[config.mk]
export PLATFORM = sky130hd
export DESIGN_NAME = bit_serial_sub_ctrl
export DESIGN_NICKNAME = d
export VERILOG_FILES = /design/src/rtl/bit_serial_sub_ctrl.sv
export SDC_FILE = /design/constraint.sdc
export NUM_CORES = 1
export LEC_CHECK = 0
export CORE_AREA = 4 4 70 72
export CTS_CLUSTER_DIAMETER = 80
export CTS_CLUSTER_SIZE = 25
export DETAILED_ROUTE_END_ITERATION = 8
export DIE_AREA = 0 0 74 76
export HOLD_SLACK_MARGIN = 0.15
export PLACE_DENSITY = 0.69
export SYNTH_ARGS = -nofsm -noshare
export SYNTH_HDL_FRONTEND = slang
export SYNTH_SLANG_ARGS = --single-unit
export TNS_END_PERCENT = 1
[constraint.sdc]
create_clock -name clk -period 2.4 [get_ports clk]
set_input_delay 0.36 -clock clk [delete_from_list [all_inputs] [get_ports clk]]
set_output_delay 0.36 -clock clk [all_outputs]
set_load 0.03 [all_outputs]
[src/rtl/bit_serial_sub_ctrl.sv]
// Bit-serial subtractor controller: one full-subtractor cell stepped LSB-first
// over WIDTH cycles to form A - B - BIN, with a start/done handshake.
module bit_serial_sub_ctrl #(
    parameter int WIDTH = 8
) (
    input  logic             clk,
    input  logic             rst_n,
    input  logic             start,
    input  logic [WIDTH-1:0] a,
    input  logic [WIDTH-1:0] b,
    input  logic             bin,
    output logic             busy,
    output logic             done,
    output logic [WIDTH-1:0] diff,
    output logic             borrow_out
);

    localparam int CW = (WIDTH > 1) ? $clog2(WIDTH) : 1;
    localparam logic [CW-1:0] LAST = CW'(WIDTH - 1);

    localparam logic [1:0] S_IDLE = 2'd0;
    localparam logic [1:0] S_RUN  = 2'd1;
    localparam logic [1:0] S_DONE = 2'd2;

    logic [1:0]       state_q, state_d;
    logic [WIDTH-1:0] a_sr_q, a_sr_d;
    logic [WIDTH-1:0] b_sr_q, b_sr_d;
    // Only WIDTH-1 earlier bits need storing; the last bit goes straight into diff.
    logic [WIDTH-2:0] d_sr_q, d_sr_d;
    logic             br_q, br_d;
    logic [CW-1:0]    cnt_q, cnt_d;
    logic [WIDTH-1:0] diff_q, diff_d;
    logic             borrow_q, borrow_d;

    logic d_bit, b_bit;

    always_comb begin
        d_bit = a_sr_q[0] ^ b_sr_q[0] ^ br_q;
        b_bit = (~a_sr_q[0] & b_sr_q[0]) | (~(a_sr_q[0] ^ b_sr_q[0]) & br_q);

        state_d  = state_q;
        a_sr_d   = a_sr_q;
        b_sr_d   = b_sr_q;
        d_sr_d   = d_sr_q;
        br_d     = br_q;
        cnt_d    = cnt_q;
        diff_d   = diff_q;
        borrow_d = borrow_q;

        case (state_q)
            S_IDLE: begin
                if (start) begin
                    a_sr_d  = a;
                    b_sr_d  = b;
                    br_d    = bin;
                    cnt_d   = '0;
                    state_d = S_RUN;
                end
            end
            S_RUN: begin
                d_sr_d = (WIDTH-1)'({d_bit, d_sr_q} >> 1);
                a_sr_d = a_sr_q >> 1;
                b_sr_d = b_sr_q >> 1;
                br_d   = b_bit;
                cnt_d  = cnt_q + CW'(1);
                if (cnt_q == LAST) begin
                    diff_d   = {d_bit, d_sr_q};
                    borrow_d = b_bit;
                    state_d  = S_DONE;
                end
            end
            S_DONE:  state_d = S_IDLE;
            default: state_d = S_IDLE;
        endcase
    end

    always_ff @(posedge clk or negedge rst_n) begin
        if (!rst_n) begin
            state_q  <= S_IDLE;
            a_sr_q   <= '0;
            b_sr_q   <= '0;
            d_sr_q   <= '0;
            br_q     <= 1'b0;
            cnt_q    <= '0;
            diff_q   <= '0;
            borrow_q <= 1'b0;
        end else begin
            state_q  <= state_d;
            a_sr_q   <= a_sr_d;
            b_sr_q   <= b_sr_d;
            d_sr_q   <= d_sr_d;
            br_q     <= br_d;
            cnt_q    <= cnt_d;
            diff_q   <= diff_d;
            borrow_q <= borrow_d;
        end
    end

    assign busy       = (state_q == S_RUN);
    assign done       = (state_q == S_DONE);
    assign diff       = diff_q;
    assign borrow_out = borrow_q;

endmodule
==> run summary <==
The count of nets after finishing was 200; the register bit total from synthesis was 38. The tools report the hold violation total from the final report as 0. The area of the core is 4290 um^2. Across the VDD grid, the largest voltage drop is 0.000493 V. Compared with the post-synthesis result, the final layout area differs by 28.4%. Static leakage: 0.966 nW. The path class of the tightest hold or removal check is register to register. The signal on the critical path passes through nor2b_1 > clkdlybuf4s50_1. Timing would allow up to 495 MHz. The final weighted congestion in routability-driven placement is 0.767. Detailed-placement wirelength estimate: 2490 um.

Across all hold checks on the routed design, the worst slack comes to 0.493 ns. The buffers plus inverters on the worst setup path works out to 1. The number of instances in the placed design was 222. H-tree depth reported by CTS: 2. The worst setup path is launched from a register.

The run finished with clean final reports. The actual slew at the worst max-slew pin is 0.466 ns. The layout cell share with drive strength beyond 1 is 0.140, and the clock-pin slew reported for the worst setup and hold paths after clock tree synthesis is 0.08 ns. In the final timing run, aggregate negative setup slack is 0 ns. The final antenna diode count is 0. The number of antenna violations at the first check in global routing was 0; the count of clock tree sinks was 38. The mean instance size in the synthesized netlist is 11.7 um^2, and the x dimension of the die is 74 um.

Global routing finished with a remaining overflow of 0. The run gives 1209 as the via count. The worst-case setup margin in the final layout was 0.382 ns; the number of enable-type register cells in the synthesized netlist was 0.

The tools report the normalized max-slew margin as 0.689. For the final max-slew violation count, the log shows 0. Library cell contributing the largest single delay on the critical path: sky130_fd_sc_hd__clkdlybuf4s50_1. The count of nets left with antenna violations once routing finished came out at 0.

The share of the synthesized area in the top cell type works out to 0.565. The die height is 76 um. The worst setup path is of the register to output pin kind.

The logs give 2.04 ns for the worst path required time and 0.617 ns for the worst setup slack before clock tree synthesis. The buffer depth of the longest clock path was 2. The startpoint identified for the worst register-to-register timing path is state_q[0]. The hold buffer count at cts is 0, and the die outline area is 5620 um^2. In this run, CTS created clock tree buffers numbering 5. The cell class contributing the biggest share of worst-path delay is buffers and inverters. The number of nets in the synthesized netlist is 167. The netlist area before placement was 1680 um^2; the depth of the worst register-to-register path was 3. After detailed routing, the average wire length per cell comes to 15.1 um. The number of buffers inserted by port buffering came out at 30. The tools report the type of element capturing the critical path as an output pin. Setup violations remaining at the end of the flow were counted as 0. The worst hold path terminates at d_sr_q[0]. The final worst-path cycle share was 0.841. The worst hold path begins at d_sr_q[0]. The via count of the first global-routing pass is 1313. The worst register-to-register path has a setup slack of 0.81 ns. The minimum clock period is 2.02 ns, and the distinct cell type count of the synthesized netlist is 27. The run gives 0.00300 W as the total power consumption of the routed design. The finished layout holds 230 standard cells, fillers aside. The first global-routing pass estimated 5930 um of wire. The first routing iteration left 55 violations. Endpoint of the worst register-to-register path: b_sr_q[0]. For this run, design rule violations remaining after detail routing come to 0. The tools report the pin count of the biggest net entering global routing as 39. In the synthesized netlist, the number of instances is 144.

In this run the worst path has a maximum fanout of 11. Clock skew on the completed layout was measured at 0.0109 ns. 31 I/O pins were placed. Across the run, the number of max-cap violations was 0. TritonCTS built the clock tree. The total of warnings raised by yosys is 0. The root cell of the clock tree is sky130_fd_sc_hd__clkbuf_8. The power density over the cells works out to 1390 nW/um^2.

Of all cell types, the one taking the most synthesized area is sky130_fd_sc_hd__dfrtp_1. Among all flip-flop cells after synthesis, the most frequent one is sky130_fd_sc_hd__dfrtp_1. The cell depth of the worst hold path works out to 2.

The initial core utilization is 0.392, and the highest cell delay on the worst timing path is 0.68 ns. In this run the post-CTS setup repair buffer count came out at 0. The later pin in the worst-skew pair is clocked with a latency of 0.29 ns. By area the synthesized netlist is led by sky130_fd_sc_hd__dfrtp_1, sky130_fd_sc_hd__o22a_1, sky130_fd_sc_hd__nand2_1. The tools report the sequential element share of the synthesized area as 0.565. The number of iterations in the first detailed-routing pass is 4, and the worst endpoint data arrival time is 1.66 ns. The via density per instance is 5.26. The overall fraction of global-route tracks in use was 0.135; the share of synthesized flip-flops with an asynchronous set or reset was 1.00. Setup repair after global routing left no endpoint under its margin. The number of gates resized after CTS was 0. The routed wire length was 3480 um; the row count was 24.
-- how the worst max path moves through the flow --
stage,depth (start not counted),end,startpoint
after global routing,2,done,state_q[0]
after floorplan,3,done,state_q[1]
after detailed placement,4,b_sr_q[6],start
after CTS,2,done,state_q[0]
final,2,done,state_q[0]
after global placement,4,b_sr_q[6],start
-- cells by family (layout without fill, tap and decap cells) --
logic type	after synthesis	in the layout	share of synthesized area
and+or+nand+nor	47	47	0.142
DFF	38	38	0.565
AOI/OAI and AO/OA	35	35	0.168
buffers and inverters	13	47	0.0453
muxes	8	8	0.0535
adders and majority gates	3	3	0.0267
-- worst min-delay path: cells and delay by family (launching register included) --
family           cells  cell delay, ns
flip-flops           1            0.36
AND/OR/NAND/NOR      2            0.11
-- placed cells by master (no fill, tap or decap), drive strengths merged, types with 3 or more instances in the layout --
cell and n:
clkdlybuf4s50 29, buf 5, nor2b 3, inv 5, dfrtp 38, nand3b 4, mux2 8, o22a 18
nand2 29, nand3 3, o21ai 6, nand2b 5, clkbuf 6
-- registers in the layout (all words and copies together), names as in the netlist --
register    flops
borrow_out      1
b_sr_q          8
a_sr_q          8
cnt_q           3
state_q         2
diff            8
br_q            1
d_sr_q          7
-- cell usage after synthesis (all sizes together), types with 2 or more instances --
master / n
mux2: 8
a221o: 2
o21ai: 6
ha: 2
a22o: 2
nand3: 3
inv: 5
a22oi: 2
nand2b: 5
nor2b: 3
nand2: 29
dfrtp: 38
nor2: 2
nand3b: 4
buf: 8
o22a: 18
-- per-stage QoR --
step | cell area [um^2] | util
global placement | 2020 | 0.470
finish | 2160 | 0.503
detailed placement | 2020 | 0.470
CTS | 2160 | 0.503
global route | 2160 | 0.503
floorplan | 1680 | -
-- layer usage --
metal | GRT usage | wire [um] | vias to the layer above | share of wire
li1 | - | - | 573 | -
met1 | 0.167 | 1540 | 589 | 0.44
met2 | 0.212 | 1680 | 38 | 0.48
met3 | 0.0435 | 177 | 9 | 0.051
met4 | 0.0616 | 71 | 0 | 0.020
met5 | 0 | 0 | - | 0
-- cell type report --
type / instances / area [um^2]
tap: 52 / 65.1
timing repair buffer: 34 / 328
clock inverter: 2 / 60.1
multi-input combinational: 93 / 657
inverter: 5 / 18.8
sequential: 38 / 951
clock buffer: 6 / 82.6
fill: 389 / 2130
-- where the power goes --
group | total (W) | switching (W) | internal (W)
clock network | 0.000669 | 0.000226 | 0.000443
registers | 0.00115 | 0.000210 | 0.000940
logic | 0.00118 | 0.000594 | 0.000584
(Power assumes the default switching activity.)
